<file path="src/rtl/nibble_serial_add_ctrl.sv">
// Nibble-serial wide adder sequencer: drives an external 4-bit adder one nibble per cycle,
// LSB first, chaining carry, and returns the assembled sum on a valid/ready port.
module nibble_serial_add_ctrl #(
    parameter int NIBBLES = 4
) (
    input  logic                   clk,
    input  logic                   rst_n,
    input  logic                   in_valid,
    output logic                   in_ready,
    input  logic [4*NIBBLES-1:0]   in_a,
    input  logic [4*NIBBLES-1:0]   in_b,
    input  logic                   in_cin,
    output logic [3:0]             add_a,
    output logic [3:0]             add_b,
    output logic                   add_cin,
    input  logic [3:0]             add_sum,
    input  logic                   add_cout,
    output logic                   out_valid,
    input  logic                   out_ready,
    output logic [4*NIBBLES-1:0]   out_sum,
    output logic                   out_cout,
    output logic                   out_ovf
);

    localparam int W  = 4 * NIBBLES;
    localparam int CW = $clog2(NIBBLES);
    localparam logic [CW-1:0] LAST = CW'(NIBBLES - 1);

    typedef enum logic [1:0] {IDLE, RUN, DONE} state_t;

    state_t          state;
    state_t          next_state;
    logic [W-1:0]    a_reg;
    logic [W-1:0]    b_reg;
    logic [W-1:0]    result;
    logic [CW-1:0]   cnt;
    logic            cy;
    logic            cout_reg;
    logic            ovf_reg;
    logic            last_nibble;

    assign last_nibble = (cnt == LAST);

    always_ff @(posedge clk) begin
        if (!rst_n) begin
            state <= IDLE;
        end else begin
            state <= next_state;
        end
    end

    always_comb begin
        next_state = state;
        case (state)
            IDLE:    if (in_valid && in_ready) next_state = RUN;
            RUN:     if (last_nibble) next_state = DONE;
            DONE:    if (out_ready) next_state = IDLE;
            default: next_state = IDLE;
        endcase
    end

    // Adder operands come straight from the captured registers so the whole
    // adder path settles within the cycle that writes its result nibble.
    always_comb begin
        in_ready  = rst_n && (state == IDLE);
        out_valid = (state == DONE);
        add_a     = 4'h0;
        add_b     = 4'h0;
        add_cin   = 1'b0;
        if (state == RUN) begin
            add_a   = a_reg[{cnt, 2'b00} +: 4];
            add_b   = b_reg[{cnt, 2'b00} +: 4];
            add_cin = cy;
        end
    end

    always_ff @(posedge clk) begin
        if (!rst_n) begin
            a_reg    <= '0;
            b_reg    <= '0;
            result   <= '0;
            cnt      <= '0;
            cy       <= 1'b0;
            cout_reg <= 1'b0;
            ovf_reg  <= 1'b0;
        end else begin
            case (state)
                IDLE: begin
                    if (in_valid) begin
                        a_reg <= in_a;
                        b_reg <= in_b;
                        cy    <= in_cin;
                        cnt   <= '0;
                    end
                end
                RUN: begin
                    result[{cnt, 2'b00} +: 4] <= add_sum;
                    cy <= add_cout;
                    if (last_nibble) begin
                        cnt      <= '0;
                        cout_reg <= add_cout;
                        ovf_reg  <= (a_reg[W-1] == b_reg[W-1]) && (add_sum[3] != a_reg[W-1]);
                    end else begin
                        cnt <= cnt + 1'b1;
                    end
                end
                default: ;
            endcase
        end
    end

    assign out_sum  = result;
    assign out_cout = cout_reg;
    assign out_ovf  = ovf_reg;

endmodule
</file>
<file path="config.mk">
export PLATFORM = sky130hd
export DESIGN_NAME = nibble_serial_add_ctrl
export DESIGN_NICKNAME = d
export VERILOG_FILES = /design/src/rtl/nibble_serial_add_ctrl.sv
export SDC_FILE = /design/constraint.sdc
export NUM_CORES = 1
export LEC_CHECK = 0
export CAP_MARGIN = 20
export CELL_PAD_IN_SITES_DETAIL_PLACEMENT = 1
export CELL_PAD_IN_SITES_GLOBAL_PLACEMENT = 1
export CORE_ASPECT_RATIO = 1.75
export CORE_MARGIN = 1.5
export CORE_UTILIZATION = 31
export DETAILED_ROUTE_END_ITERATION = 8
export HOLD_SLACK_MARGIN = 0.05
export PLACE_DENSITY_LB_ADDON = 0.25
export SETUP_SLACK_MARGIN = 0.2
export SLEW_MARGIN = 20
export SYNTH_ARGS = -nofsm -noshare
export SYNTH_HDL_FRONTEND = slang
export SYNTH_SLANG_ARGS = --single-unit
</file>
<file path="constraint.sdc">
create_clock -name clk -period 2 [get_ports clk]
set_input_delay 0.6 -clock clk [delete_from_list [all_inputs] [get_ports clk]]
set_output_delay 0.6 -clock clk [all_outputs]
set_load 0.01 [all_outputs]
</file>
==> results.yml, run 1 <==
die:
  dieArea_um2: 8454
  die_h_um: 120.5
  coreArea_um2: 7620
  start_util: 0.3210
  ios: 71
  die-width_um: 70.15
  rows: 42
power_and_ir_drop:
  p_per_area_nw_per_um2: 673.6
  p_leak_nw: 1.694
  vdd_drop_max_v: 0.0004407
place:
  numPortBuffers: 70
  dp.cells: 428
  post-place-ws_ns: -0.4642
  dpl.hpwl_mm: 5.156
  place.gp.congestion: 0.7381
synth:
  synth.yosys.seq_area_share: 0.4501
  ys_types: 37
  synth_edf_count: 0
  synth_area_um2: 2446
  yosys_most_used_dff: "dfxtp_1"
  synth_top_area_share: 0.4501
  synth_fp_nets: 320
  ys_warn_count: 0
  async_flop_share: 0
  synth_top_area_cell: "dfxtp_1"
  synth.avg_cell_area_um2: 8.993
  synthCells: 272
  synthTopCellsByArea: "dfxtp_1 45%, nand2_1 12%, a21oi_1 6.1%"
  ys_ff_latch: 55
run_status:
  outcome: "finished, violations left"
  violations: "negative setup slack"
detailed_routing:
  vias: 2262
  drt-total-wl_mm: 7.591
  wl_per_cell_um: 16.91
  drtIter0Drc: 60
  ant_nets: 0
  drtPass1Iterations: 3
  avgViaCountPerCell: 5.038
  drcViolationCount: 0
critical_path:
  path_cells: "buf_6 -> mux4_2 -> and2_4 -> buf_6"
  slowest_delay_ns: 0.50
  critPathRequiredTime_ns: 1.40
  startpoint: "cnt[0]"
  cp_slowest_cell: "mux4_2"
  rr_worst_depth: 11
  setup.worst_path.end_class: "primary output"
  path_class: "register to primary output"
  cp_common_cell: "buf_6"
  cp_max_fo: 4
  regToRegStartpoint: "cnt[0]"
  cp.arrival_ns: 1.58
  reg2reg_slack_ns: -0.03
  crit_path_end: "add_b[1]"
  start_kind: "register"
  r2r-end: "out_sum[4]"
sta:
  relSlewSlack: 0.7548
  worst_slack_ns: -0.1845
  slew_violations: 0
  hold_violations: 0
  worst_hold_slack_ns: 0.4543
  rsz0062_at_grt: "yes"
  setup_tns_ns: -1.360
  fin_skew_ns: 0.006755
  fin_crit_ns: 2.185
  max_freq_ghz: 0.4578
  setup_viol: 13
  final.period_utilization: 1.092
  worst_pin_slew_ns: 0.3670
global_routing:
  grt_pass1_vias: 2389
  grt_antenna_before_repair: 0
  grt_usage: 0.1814
  grt_overflow_total: 0
  grt_start_max_net_pins: 29
  grt_pass1_wl_mm: 11.98
clocking:
  cts-root-buf: "clkbuf_16"
  clk_latency_ns: 0.30
  path_clk_slew_ns: 0.07
  cts_made_buffers: 5
  htreeDepth: 2
  numClockSinks: 55
  clockBufferDepth: 2
  cts_tree: "yes"
cells_and_area:
  final_common_cell: "nand2_1"
  n_antenna_cell: 0
  layout.nets: 408
  fin_cells: 449
  final_core_util: 0.5061
  layout_common_cells: "78 x nand2_1, 52 x dfxtp_1, 46 x clkdlybuf4s50_1"
  drive_above_1_share: 0.2687
  area_delta_synth_final_pct: 57.65
run:
  maxCapViolations: 0
hold_path:
  holdCritPathClass: "register to register"
-- cell families after synthesis --
group	count (synthesis)	synth area share
AND/OR/NAND/NOR	117	0.2312
AO/OA/AOI/OAI	61	0.1581
flip-flops	55	0.4501
buffers and inverters	25	0.05319
multiplexers	8	0.07673
adder cells (fa/ha/maj)	6	0.03069
-- critical path, delay by kind of cell (launching register included) --
family                 cells  cell delay (ns)
muxes                      1             0.50
and+or+nand+nor            1             0.15
buffers and inverters      2             0.25
DFF                        1             0.39
-- area by class of cell --
cell class / count / area, um2
fillers: 844 / 3764
multi-input cells: 192 / 1391
flip-flops and latches: 55 / 1107
repair buffers: 102 / 1070
clock buffers: 6 / 138.9
well taps: 88 / 110.1
inverters: 4 / 22.52
clock inverters: 2 / 16.27
-- per-stage QoR --
step | instance area (um2) | power, W
2_1_floorplan | 2466 | 0.001404
3_3_place_gp | 3341 | 0.001599
3_5_place_dp | 3341 | 0.001609
4_1_cts | 3736 | 0.002591
5_1_grt | 3856 | 0.002704
6_report | 3856 | 0.002597
-- worst min-delay path by stage --
stage	startpoint	to	slack, ns	depth (start not counted)
3_3_place_gp	a_reg[8]	a_reg[8]	0.44	2
3_5_place_dp	b_reg[14]	b_reg[14]	0.45	2
2_1_floorplan	a_reg[7]	a_reg[7]	0.43	2
6_report	a_reg[5]	a_reg[5]	0.45	2
5_1_grt	a_reg[9]	a_reg[9]	0.48	2
4_1_cts	b_reg[14]	b_reg[14]	0.46	2
-- synth_stat cells (2+ instances only) --
cell type  number
mux4_2          6
nor2b_1         2
mux4_1          2
buf_2          11
nand2b_1        2
a21boi_0       13
nand4_1         4
o22ai_1         4
nor2_1          3
a21oi_1        30
a22o_1          8
nor4b_1         2
nand3_1         2
nand2_1        79
dfxtp_1        55
clkbuf_1        6
o21ai_0         2
and4_1          2
and2_1         10
ha_1            6
a21boi_1        2
nand3b_1        3
inv_1           4
-- per-layer routing --
metal	vias up	routed length [um]	GRT usage
met1	1097	2870	0.1974
met4	0	133	0.06250
met3	8	259	0.03417
li1	1106	-	-
met2	51	4327	0.3440
met5	-	0	0
-- power breakdown --
part	internal, W	switching [W]	total [W]
logic	0.000276	0.000223	0.000498
registers	0.00115	0.0000296	0.00118
clock network	0.000502	0.000422	0.000923
-- timing repair --
item,4_1_cts,5_1_grt
buffers inserted,11,2
resized for setup,97,29
hold buffers,0,0
cloned,0,0
pin swaps,32,14
setup endpoints to repair,27,40
Power figures use the tool's default switching activity.
==> inputs of run 2 (changes only) <==
- ABC_AREA: not set -> 1
- CORE_UTILIZATION: 31 -> 30
- SKIP_LAST_GASP: not set -> 1
==> run 2 against run 1 <==
The run now ends clean. Synthesized cell count rose by 28%. Clock power fell by 0.7%. Hold slack improved by 0.0093 ns. Via count rose by 8.3%. Cell count rose by 15%. Die area rose by 5.6%. Register-to-register slack improved by 0.37 ns. Final area fell by 7.8%. Sequential share of layout area rose by 2.4 points. Non-clock buffer count fell by 11. Largest cell class unchanged.
==> results.yml, run 2 <==
run_status:
  outcome: "finished, final reports clean"
synth:
  synth_area_um2: 2504
  async_flop_share: 0
  synth_top_area_share: 0.4398
  synth.yosys.seq_area_share: 0.4398
  synth.avg_cell_area_um2: 7.215
  synthTopCellsByArea: "dfxtp_1 44%, nor2_1 15%, o21ai_0 8.2%"
  synth_top_area_cell: "dfxtp_1"
  synth_fp_nets: 395
  ys_warn_count: 0
  synth_edf_count: 0
  synthCells: 347
  ys_types: 23
  yosys_most_used_dff: "dfxtp_1"
  synth_most_common_cell: "nor2_1"
  ys_top_cells_by_count: "97 x nor2_1, 55 x dfxtp_1, 46 x nand2_1, 41 x o21ai_0, 31 x a21oi_1"
  ys_ff_latch: 55
sta:
  hold_violations: 0
  max_freq_ghz: 0.5137
  worst_pin_slew_ns: 0.4437
  worst_slack_ns: 0.05344
  setup_viol: 0
  fin_crit_ns: 1.947
  worst_hold_slack_ns: 0.4637
  fin_skew_ns: 0.005269
  final.period_utilization: 0.9733
  rsz0062_at_grt: "yes"
  relSlewSlack: 0.7011
  slew_violations: 0
die:
  start_util: 0.3123
  die_h_um: 123.9
  coreArea_um2: 8016
  rows: 43
  dieArea_um2: 8924
  die-width_um: 72.06
  ios: 71
clocking:
  clockBufferDepth: 2
  clk_latency_ns: 0.30
  cts_made_buffers: 5
  numClockSinks: 55
  cts_tree: "yes"
  cts-root-buf: "clkbuf_16"
  path_clk_slew_ns: 0.07
  cts_hold_buffers: 0
  htreeDepth: 2
place:
  place.gp.congestion: 0.7952
  numPortBuffers: 70
  dpl.hpwl_mm: 5.117
  post-place-ws_ns: -0.4402
  placed_cell_area_um2: 3338
critical_path:
  regToRegStartpoint: "cnt[0]"
  crit_path_end: "add_a[2]"
  reg2reg_slack_ns: 0.34
  cp_max_fo: 7
  setup.worst_path.end_class: "primary output"
  cp.arrival_ns: 1.35
  path_class: "register to primary output"
  critPathRequiredTime_ns: 1.40
  r2r-end: "out_sum[12]"
  rr_worst_depth: 7
  start_kind: "register"
  startpoint: "cnt[0]"
power_and_ir_drop:
  seqPwrFrac: 0.468
  switching_share: 0.2561
  p_comb_frac: 0.176
  p_leak_nw: 1.529
  switchingPower_w: 0.0006582
  finalPower_w: 0.002570
  internal_power_w: 0.001912
  p_per_area_nw_per_um2: 722.6
  vdd_drop_max_v: 0.0004738
  p_clk_frac: 0.357
global_routing:
  grt_antenna_before_repair: 0
  grt_pass1_vias: 2488
  grt_usage: 0.1661
  grt_start_max_net_pins: 35
  grt_overflow_total: 0
  grt_pass1_wl_mm: 11.43
detailed_routing:
  vias: 2449
  drtIter0Drc: 60
  dr_wl_met2_mm: 3.929
  topRoutingLayerUsed: "met4"
  met1Wirelength_mm: 2.544
  drcViolationCount: 0
  wl_per_cell_um: 13.11
  avgViaCountPerCell: 4.737
  drtPass1Iterations: 4
  ant_nets: 0
  drt-total-wl_mm: 6.778
  route.met3.wl_um: 184
cells_and_area:
  final_core_util: 0.4437
  final_common_cell: "nor2_1"
  layout.nets: 474
  n_antenna_cell: 0
  area_delta_synth_final_pct: 42.08
  layout_common_cells: "91 x nor2_1, 51 x dfxtp_1, 50 x clkdlybuf4s50_1"
  drive_above_1_share: 0.1639
  final_cell_area_um2: 3557
run:
  maxCapViolations: 0
hold_path:
  holdCritPathClass: "register to register"
run 2: cells by family (layout without fill, tap and decap cells):
family,Yosys count,after routing,share of synthesized area
DFF,55,55,0.4398
AOI/OAI and AO/OA,81,81,0.1639
buffers and inverters,38,118,0.08546
and+or+nand+nor,167,167,0.2809
adders and majority gates,6,6,0.02998
run 2: worst min-delay path by stage:
stage,start,to,slack (ns),cells past startpoint
floorplan,a_reg[12],a_reg[12],0.45,2
global placement,out_sum[0],out_sum[0],0.45,2
global route,out_cout,out_cout,0.48,2
detailed placement,out_sum[6],out_sum[6],0.46,2
finish,out_cout,out_cout,0.46,2
CTS,out_sum[6],out_sum[6],0.47,2
run 2: area by class of cell:
type | count | area, um2
Sequential cell | 55 | 1109
Fill cell | 987 | 4459
Multi-Input combinational cell | 254 | 1251
Inverter | 19 | 72.57
Timing Repair Buffer | 91 | 855.8
Tap cell | 90 | 112.6
Clock buffer | 8 | 156.4
run 2: stage by stage:
stage	cells	TNS, ns
after floorplan	347	0
after global placement	508	-1.156
after detailed placement	508	-1.242
after CTS	517	0
after global routing	517	-0.08029
final	517	0
run 2: power groups by stage:
stage | logic, W | clock network, W | registers [W]
after global placement | 0.000436 | 0 | 0.00122
final | 0.000451 | 0.000917 | 0.00120
after CTS | 0.000445 | 0.000953 | 0.00120
after global routing | 0.000516 | 0.000988 | 0.00121
after floorplan | 0.000260 | 0 | 0.00121
after detailed placement | 0.000444 | 0 | 0.00122
run 2: metal layers:
layer / vias up / global-route usage
li1: 1267 / -
met1: 1128 / 0.1731
met2: 46 / 0.3235
met3: 8 / 0.02670
met4: 0 / 0.06368
met5: - / 0
run 2: what timing repair did:
item,4_1_cts,5_1_grt
resized for setup,71,21
pin swaps,11,7
setup endpoints to repair,20,32
setup buffers,1,0
run 2: critical path, stage by stage, from the launching register on:
cell	delay (ns)
dfxtp_4	0.39
buf_6	0.13
nor2_1	0.04
nor2_1	0.09
o21ai_1	0.07
a21oi_1	0.16
buf_2	0.16
